`src/rtl/paddle_ctrl_pkg.sv`:
```
// Shared Pong definitions: coordinate width, default display/bar geometry
// and the paddle controller state encoding.
package paddle_ctrl_pkg;

    localparam int COORD_W        = 12;
    localparam int DEF_D_HEIGHT   = 470;
    localparam int DEF_BAR_LENGTH = 180;
    localparam int DEF_SPEED      = 4;

    typedef enum logic [1:0] {
        ST_MANUAL   = 2'd0,
        ST_AI_WAIT  = 2'd1,
        ST_AI_TRACK = 2'd2
    } paddle_state_e;

endpackage

```
`src/rtl/paddle_ctrl_debounce.sv`:
```
// Single-button debouncer: a raw level must differ from the accepted level
// for DEBOUNCE+1 consecutive clocks before the accepted level flips.
module debounce #(
    parameter int DEBOUNCE = 16
) (
    input  logic clk_i,
    input  logic rst_ni,
    input  logic raw_i,
    output logic level_o
);

    localparam int CNT_W = $clog2(DEBOUNCE + 1);

    logic [CNT_W-1:0] cnt_q, cnt_d;
    logic             level_q, level_d;

    always_comb begin
        cnt_d   = cnt_q;
        level_d = level_q;
        if (raw_i == level_q) begin
            cnt_d = '0;
        end else if (cnt_q == CNT_W'(DEBOUNCE)) begin
            level_d = ~level_q;
            cnt_d   = '0;
        end else begin
            cnt_d = cnt_q + 1'b1;
        end
    end

    always_ff @(posedge clk_i) begin
        if (!rst_ni) begin
            cnt_q   <= '0;
            level_q <= 1'b0;
        end else begin
            cnt_q   <= cnt_d;
            level_q <= level_d;
        end
    end

    assign level_o = level_q;

endmodule

```
`src/rtl/paddle_ctrl.sv`:
```
// Paddle position generator: debounced manual control or delayed autonomous
// ball tracking, producing a clamped, registered bar-top coordinate.
module paddle_ctrl
    import paddle_ctrl_pkg::*;
#(
    parameter int SIDE       = 0,
    parameter int BAR_LENGTH = DEF_BAR_LENGTH,
    parameter int D_HEIGHT   = DEF_D_HEIGHT,
    parameter int SPEED      = DEF_SPEED,
    parameter int DEBOUNCE   = 16,
    parameter int DEADBAND   = 8,
    parameter int AI_DELAY   = 2
) (
    input  logic               in_clock,
    input  logic               in_reset_n,
    input  logic               in_ani_stb,
    input  logic               in_animate,
    input  logic               in_up,
    input  logic               in_down,
    input  logic               in_ai_mode,
    input  logic [COORD_W-1:0] in_ball_x1,
    input  logic [COORD_W-1:0] in_ball_y1,
    input  logic [COORD_W-1:0] in_ball_y2,
    output logic [COORD_W-1:0] out_bar_top,
    output logic               out_at_top,
    output logic               out_at_bottom,
    output logic [1:0]         out_dbg_state
);

    localparam int MAX_TOP    = D_HEIGHT - BAR_LENGTH;
    localparam int CENTRE_TOP = MAX_TOP / 2;
    localparam int HALF       = BAR_LENGTH / 2;
    localparam int DLY_W      = (AI_DELAY < 1) ? 1 : $clog2(AI_DELAY + 1);

    localparam logic [COORD_W:0] MAX_TOP_W  = (COORD_W+1)'(MAX_TOP);
    localparam logic [COORD_W:0] SPEED_W    = (COORD_W+1)'(SPEED);
    localparam logic [COORD_W:0] HALF_W     = (COORD_W+1)'(HALF);
    localparam logic [COORD_W:0] DEADBAND_W = (COORD_W+1)'(DEADBAND);
    localparam logic [COORD_W:0] REST_W     = (COORD_W+1)'(CENTRE_TOP + HALF);

    paddle_state_e      state_q, state_d;
    logic [DLY_W-1:0]   dly_q, dly_d;
    logic [COORD_W-1:0] prev_x1_q, prev_x1_d;
    logic               appr_q, appr_d;
    logic [COORD_W-1:0] top_q, top_d;
    logic               at_top_q, at_top_d;
    logic               at_bot_q, at_bot_d;

    logic               up_lvl, down_lvl;
    logic               frame;
    logic               approach;
    logic               appr_rise;
    logic [COORD_W:0]   ysum_w, target_w, centre_w, top_w;
    logic               mv_up, mv_dn;

    debounce #(.DEBOUNCE(DEBOUNCE)) u_db_up (
        .clk_i   (in_clock),
        .rst_ni  (in_reset_n),
        .raw_i   (in_up),
        .level_o (up_lvl)
    );

    debounce #(.DEBOUNCE(DEBOUNCE)) u_db_down (
        .clk_i   (in_clock),
        .rst_ni  (in_reset_n),
        .raw_i   (in_down),
        .level_o (down_lvl)
    );

    assign frame     = in_animate & in_ani_stb;
    assign approach  = (SIDE == 0) ? (in_ball_x1 < prev_x1_q) : (in_ball_x1 > prev_x1_q);
    assign appr_rise = approach & ~appr_q;

    // Mode FSM plus frame-sampled ball history; everything advances on frames only.
    always_comb begin
        state_d   = state_q;
        dly_d     = dly_q;
        prev_x1_d = prev_x1_q;
        appr_d    = appr_q;
        if (frame) begin
            prev_x1_d = in_ball_x1;
            appr_d    = approach;
            if (!in_ai_mode) begin
                state_d = ST_MANUAL;
            end else begin
                case (state_q)
                    ST_MANUAL: begin
                        state_d = ST_AI_WAIT;
                        dly_d   = DLY_W'(AI_DELAY);
                    end
                    ST_AI_WAIT: begin
                        if (dly_q == '0) state_d = ST_AI_TRACK;
                        else             dly_d   = dly_q - 1'b1;
                    end
                    ST_AI_TRACK: begin
                        if (appr_rise) begin
                            state_d = ST_AI_WAIT;
                            dly_d   = DLY_W'(AI_DELAY);
                        end
                    end
                    default: state_d = ST_MANUAL;
                endcase
            end
        end
    end

    // Movement follows the rule of the state being entered this frame.
    always_comb begin
        ysum_w   = {1'b0, in_ball_y1} + {1'b0, in_ball_y2};
        target_w = approach ? (ysum_w >> 1) : REST_W;
        centre_w = {1'b0, top_q} + HALF_W;
        top_w    = {1'b0, top_q};
        mv_up    = 1'b0;
        mv_dn    = 1'b0;
        if (frame) begin
            case (state_d)
                ST_MANUAL: begin
                    mv_up = up_lvl & ~down_lvl;
                    mv_dn = down_lvl & ~up_lvl;
                end
                ST_AI_TRACK: begin
                    mv_up = (target_w + DEADBAND_W) < centre_w;
                    mv_dn = target_w > (centre_w + DEADBAND_W);
                end
                default: begin
                    mv_up = 1'b0;
                    mv_dn = 1'b0;
                end
            endcase
        end
    end

    always_comb begin
        top_d = top_q;
        if (mv_up) begin
            top_d = (top_w < SPEED_W) ? '0 : (top_q - COORD_W'(SPEED));
        end else if (mv_dn) begin
            top_d = ((top_w + SPEED_W) > MAX_TOP_W) ? COORD_W'(MAX_TOP)
                                                    : (top_q + COORD_W'(SPEED));
        end
        at_top_d = (top_d == '0);
        at_bot_d = (top_d == COORD_W'(MAX_TOP));
    end

    always_ff @(posedge in_clock) begin
        if (!in_reset_n) begin
            state_q   <= ST_MANUAL;
            dly_q     <= '0;
            prev_x1_q <= '0;
            appr_q    <= 1'b0;
            top_q     <= COORD_W'(CENTRE_TOP);
            at_top_q  <= 1'b0;
            at_bot_q  <= 1'b0;
        end else begin
            state_q   <= state_d;
            dly_q     <= dly_d;
            prev_x1_q <= prev_x1_d;
            appr_q    <= appr_d;
            top_q     <= top_d;
            at_top_q  <= at_top_d;
            at_bot_q  <= at_bot_d;
        end
    end

    assign out_bar_top   = top_q;
    assign out_at_top    = at_top_q;
    assign out_at_bottom = at_bot_q;
    assign out_dbg_state = state_q;

endmodule
```
`config.mk`:
```
export PLATFORM = sky130hd
export DESIGN_NAME = paddle_ctrl
export DESIGN_NICKNAME = d
export VERILOG_FILES = /design/src/rtl/paddle_ctrl_pkg.sv /design/src/rtl/paddle_ctrl_debounce.sv /design/src/rtl/paddle_ctrl.sv
export SDC_FILE = /design/constraint.sdc
export NUM_CORES = 1
export LEC_CHECK = 0
export BUFFER_PORTS_ARGS = -buffer_cell sky130_fd_sc_hd__buf_2
export CAP_MARGIN = 20
export CORE_UTILIZATION = 45
export CTS_CLUSTER_SIZE = 12
export DETAILED_ROUTE_END_ITERATION = 6
export GPL_TIMING_DRIVEN = 0
export SLEW_MARGIN = 10
export SYNTH_ARGS = -nofsm -noshare
export SYNTH_HDL_FRONTEND = slang
export SYNTH_SLANG_ARGS = --single-unit
```
`constraint.sdc`:
```
create_clock -name in_clock -period 11.2 [get_ports in_clock]
set_input_delay 0.56 -clock in_clock [delete_from_list [all_inputs] [get_ports in_clock]]
set_output_delay 0.56 -clock in_clock [all_outputs]
set_load 0.01 [all_outputs]
```
**After elaboration in Yosys (flattened, before gate mapping)**

Index checks and enable logic that the tools add are counted.

- Flip-flop bits (word level): 43
- Bits of input ports: 43
- Logic and storage cells: 73
- Output and inout port bits: 16

- Bitwise gates (word level): 10
- Reductions and logical operators: 10
- Order comparisons: 5
- Equality and inequality tests: 10
- Muxes and demuxes: 17
- Add/sub/neg operators: 10

Operators by type and width:

| operator | count |
|---|---|
| 12-bit two-way mux | 5 |
| 12-bit by 12-bit adder with 13-bit output | 1 |
| 12-bit by 3-bit adder with 13-bit output, second input constant | 1 |
| 12-bit by 4-bit adder with 13-bit output, second input constant | 1 |
| 12-bit by 7-bit adder with 13-bit output, second input constant | 1 |
| 13-bit by 4-bit adder with 13-bit output, second input constant | 1 |
| 12-bit by 13-bit > comparator with 1-bit output | 1 |
| 13-bit by 9-bit > comparator with 1-bit output, second input constant | 1 |
| 13-bit < comparator | 1 |
| 12-bit by 3-bit adder with 12-bit output, second input constant | 1 |
| 12-bit by 9-bit equality test with 1-bit output, second input constant | 1 |
| 12-bit logical NOT | 1 |
| 12-bit < comparator | 1 |
| 12-bit by 3-bit < comparator with 1-bit output, second input constant | 1 |
| 2-bit two-way mux | 6 |
| 2-bit case mux with 3 select lines | 2 |
| 12-bit by 3-bit subtractor with 12-bit output, second input constant | 1 |
| 5-bit by 1-bit adder with 5-bit output, second input constant | 2 |
| 5-bit equality test, second input constant | 2 |
| 2-bit logical NOT | 3 |
| 1-bit NOT | 6 |
| 3-bit OR reduction | 2 |
| 5-bit AND reduction | 1 |
| 1-bit AND | 4 |
| other kinds (9) | 15 |

**Longest topological paths before layout**

- Depth in word-level cells: 12
- Gate-level depth with buffers: 23
- Gate-level depth less buffers: 22

**By module**

From an unflattened synthesis, not the netlist that was laid out.

- Cell total of the unflattened synthesis: 584
- Area, all modules: 4,490.6 um2

Modules (own cells, without submodules):

| module | cells each | area an instance (um2) | seq. area each (um2) | instances |
|---|---|---|---|---|
| paddle_ctrl | 532 | 3,942.5 | 620.6 | 1 |
| debounce | 26 | 274.0 | 120.1 | 2 |

**Worst setup path after synthesis**

No wires, ideal clock.

- Path type: input port to flip-flop
- From: input in_ball_y1[0]
- To: register at_top_q (netlist: out_at_top)
- Data required time: 11.127 ns
- Arrival time: 5.186 ns
- Setup time: 0.073 ns
- Slack: 5.941 ns
- Stages on the path: 23
- Buffers on the path: 1
- Path through: and2_1 -> fa_1 -> a21o_1 -> a21oi_1 -> o21bai_1 -> a21oi_1 -> o21ai_0 -> a31oi_1 -> mux2i_1 -> and2_1 -> nand3_1 -> xor2_1 -> ha_1 -> a21o_1 -> a21o_1 -> a221oi_1 -> and3_1 -> clkbuf_1 -> o21ai_1 -> o211a_1 -> a311o_1 -> nor4_1 -> nor3b_2

- Word-level cells in the longest chain between the ends: 8
- Elaborated cells on any way between the ends: 12
- Those cells by class: 2 x add/sub; 2 x order compare; 7 x mux; 1 x reduce/logical

RTL lines:

| what | RTL line | text |
|---|---|---|
| from (decl) | paddle_ctrl.sv:22 | `input logic [COORD_W-1:0] in_ball_y1,` |
| 12-bit by 12-bit adder with 13-bit output (*) | paddle_ctrl.sv:109 | `ysum_w = {1'b0, in_ball_y1} + {1'b0, in_ball_y2};` |
| 12-bit two-way mux (*) | paddle_ctrl.sv:110 | `target_w = approach ? (ysum_w >> 1) : REST_W;` |
| 12-bit by 4-bit adder with 13-bit output / 12-bit by 13-bit > comparator with 1-bit output (equally long branches) | paddle_ctrl.sv:122, paddle_ctrl.sv:123 |  |
| 13-bit < comparator / 1-bit case mux with 2 select lines (equally long branches) | paddle_ctrl.sv:122, paddle_ctrl.sv:116 |  |
| 1-bit case mux with 2 select lines / 1-bit two-way mux (equally long branches) | paddle_ctrl.sv:116, paddle_ctrl.sv:115 |  |
| 1-bit two-way mux / 12-bit two-way mux (equally long branches) | paddle_ctrl.sv:115, paddle_ctrl.sv:137 |  |
| 12-bit two-way mux (*) | paddle_ctrl.sv:135 | `if (mv_up) begin` |
| 12-bit logical NOT (*) | paddle_ctrl.sv:141 | `at_top_d = (top_d == '0);` |
| to (signal assigned) | paddle_ctrl.sv:160 | `at_top_q <= at_top_d;` |
| to (decl) | paddle_ctrl.sv:46 | `logic at_top_q, at_top_d;` |

Every way passes the cells marked *; elsewhere a longest branch is shown, timed or not.
A chain may end at the register's enable or synchronous reset.

**Worst setup path in the final report**

Same ends and word-level chain as after synthesis.

==> out/results.ini <==
[sta]
min_period_over_period=0.5244
rsz0062_at_grt=no
achievable-frequency_ghz=0.1703
finalSetupViolCount=0
period_needed_ps=5873
skew_ps=15.81
hold_ws_ps=455.8
slew_headroom=0.3564
finalHoldViolations=0
tightest_slew_ps=955.2
setup_tns_ps=0
drv_slew=0

[worst_setup_path]
crit-reg2reg-launch=prev_x1_q[7]$_SDFFE_PN0P_
worst-path-buf-inv=2
cp_top_family=compound AO/OA/AOI/OAI gates
worst-path-max-fanout=8
reg2reg_to=out_at_top$_SDFF_PN0_
cpPeakStageDelay_ps=430
slowest_stage=a221oi_1
critPathKind=input port to register
crit_arrival_ps=6120
critPathCaptureType=register
crit_required_ps=11450
cp_common_cell=a21o_1
r2r_slack_ps=5370
start_kind=input port
r2r_cells=22
path_cells=buf_2, and2_1, fa_1, a21o_1, a21oi_1, o21bai_1, a21oi_1, o21ai_0, a31oi_1, mux2i_1, and2_1, nand3_1, xor2_1, ha_1, a21o_1, a21o_1, a221oi_1, and3_1, clkbuf_1, o21ai_1, o32ai_1, o211ai_1, nor4_1, nor3b_2

[min_path]
hold_path_end=prev_x1_q[0]$_SDFFE_PN0P_
whs_path_depth=2
worstHoldPathType=register to register
hp-start=prev_x1_q[0]$_SDFFE_PN0P_

[pwr]
ir_drop_uv=60.37
power.leakage_nw=2.170
p_per_area_nw_per_um2=84.05

[detailed_routing]
drt_first_pass_iters=4
routedWlPerCell_um=14.76
wirelength_mm=11.70
drtIter0Drc=182
drc=0
ant_nets=0
viasPerCell=5.573
vias=4419

[logic_synthesis]
synth_seq_cells=43
yosys-top-cells-area=dfxtp_1, ha_1, nand2_1, a21oi_1, nor2_1
syn_area_sq_um=4486
synth_edf_count=0
synthDistinctLibCells=75
synthCells=594
syn_avg_cell_area_sq_um=7.551
netlist.area_leader.share=0.1919
async_flop_share=0
syn-num-nets=695
yosysTopAreaCell=dfxtp_1
yosysSeqAreaShare=0.1919
yosys_warnings=0
synth_ff_type=dfxtp_1

[die]
core_area_sq_um=9729
ios=59
die_x_um=101.8
die-area_sq_um=10370
rows=36
die_h_um=101.8
initial_core_util=0.4610

[clock_tree]
tritoncts=built
cts_setup_buffers=0
cts_made_buffers=5
clock_sinks=43
cts_root_buf=clkbuf_8
clk_pin_slew_ps=100
clk_latency_ps=310
cts_resized=0
h-tree-depth=2
clk_path_buf_depth=2
hold_buffers=0

[grt]
grt_usage=0.2304
antenna_found_initial=0
grt_overflow=0
grt_pass1_wl_mm=19.04
grt_max_degree=16
first_global_vias=4109

[layout]
final_util=0.5224
nFillCells=985
area.sequential_sq_um=860.8
drive_gt1_frac=0.1455
multi_input_area_sq_um=3351
syn2layout_area_growth_pct=13.31
antennaDiodeCount=0
layout.nets=760

[flow_run]
drv_cap=0

[placed_design]
routabilityCongestion=0.8933
io_buffers=58
hpwlAfterDp_mm=9.262

[status]
outcome=finished, final reports clean

worst register-to-register path: cells and delay by family (launching register included):
family | cells | cell delay (ps)
DFF | 1 | 340
adders and majority gates | 3 | 740
and+or+nand+nor | 7 | 1610
xor gates and xnor gates | 1 | 160
buffers and inverters | 2 | 280
AOI/OAI and AO/OA | 9 | 2630
layout by cell type, fill, tap and decap left out, types with 6 or more instances in the layout:
cell type / instances
a21o_1: 8
a21oi_1: 46
a31oi_1: 8
and2_1: 8
buf_2: 67
clkbuf_1: 13
dfxtp_1: 43
ha_1: 57
inv_1: 42
mux2i_1: 6
nand2_1: 62
nand3_1: 29
nand4_1: 8
nor2_1: 55
nor3_1: 13
o21ai_0: 29
or3_1: 6
xnor2_1: 22
xor2_1: 21
worst max-delay path by stage:
| stage | startpoint | endpoint | cells after the start |
|---|---|---|---|
| after floorplan | in_ball_y1[0] | out_at_top$_SDFF_PN0_ | 23 |
| final | in_ball_y1[0] | out_at_top$_SDFF_PN0_ | 24 |
| after CTS | in_ball_y1[0] | out_at_top$_SDFF_PN0_ | 24 |
| after detailed placement | in_ball_y1[0] | out_at_top$_SDFF_PN0_ | 24 |
| after global routing | prev_x1_q[7]$_SDFFE_PN0P_ | out_at_top$_SDFF_PN0_ | 21 |
| after global placement | in_ball_y1[0] | out_at_top$_SDFF_PN0_ | 23 |
layer usage:
metal | up-vias | global-route usage | part of all wire
met5 | - | 0 | 0
met4 | 0 | 0.06813 | 0.020
met3 | 20 | 0.03899 | 0.052
met2 | 117 | 0.3935 | 0.46
met1 | 2021 | 0.2982 | 0.46
li1 | 2261 | - | -
stage by stage:
| stage | std cells | area, sq um | power, mW | worst slack, ps |
|---|---|---|---|---|
| detailed placement | 785 | 4942 | 0.2773 | 5011 |
| finish | 793 | 5082 | 0.4272 | 5327 |
| global placement | 785 | 4942 | 0.2734 | 5010 |
| CTS | 793 | 5082 | 0.4329 | 5307 |
| floorplan | 594 | 4486 | 0.2452 | 5941 |
| global route | 793 | 5082 | 0.4562 | 4800 |
logic make-up after synthesis:
logic type	count (synthesis)	share of synthesized area
and+or+nand+nor	232	0.2761
muxes	6	0.01339
xor gates and xnor gates	43	0.08396
DFF	43	0.1919
buffers and inverters	68	0.06109
adders and majority gates	58	0.1635
AOI/OAI and AO/OA	144	0.2100
cell usage after synthesis, types with 5 or more instances:
cell,instances
a31oi_1,8
nand4_1,8
inv_1,42
or3_1,6
xor2_1,21
mux2i_1,6
buf_2,9
dfxtp_1,43
nor3_1,13
o21ai_0,29
clkbuf_1,13
ha_1,57
nand2b_1,5
and2_1,8
nor2_1,55
a21o_1,8
a21oi_1,46
and3_1,5
nand2_1,62
xnor2_1,22
nand3_1,29
power by group:
part           switching (mW)  internal (mW)
Combinational          0.0653         0.0496
Sequential            0.00255          0.156
Clock                  0.0627         0.0906
Total                   0.131          0.297
flip-flops by register name, indices dropped and copies added, names as in the netlist:
signal	count
appr_q	1
dly_q	2
u_db_down.cnt_q	5
out_bar_top	12
out_at_bottom	1
out_dbg_state	2
u_db_up.cnt_q	5
prev_x1_q	12
out_at_top	1
u_db_up.level_o	1
u_db_down.level_o	1
area by class of cell:
class	count	area share
Tap cell	133	0.03274
Sequential cell	43	0.1694
Inverter	43	0.03176
Buffer	25	0.02216
Clock inverter	3	0.01403
Multi-Input combinational cell	483	0.6593
Timing Repair Buffer	58	0.05711
Clock buffer	5	0.01354
Power figures use the tool's default switching activity.
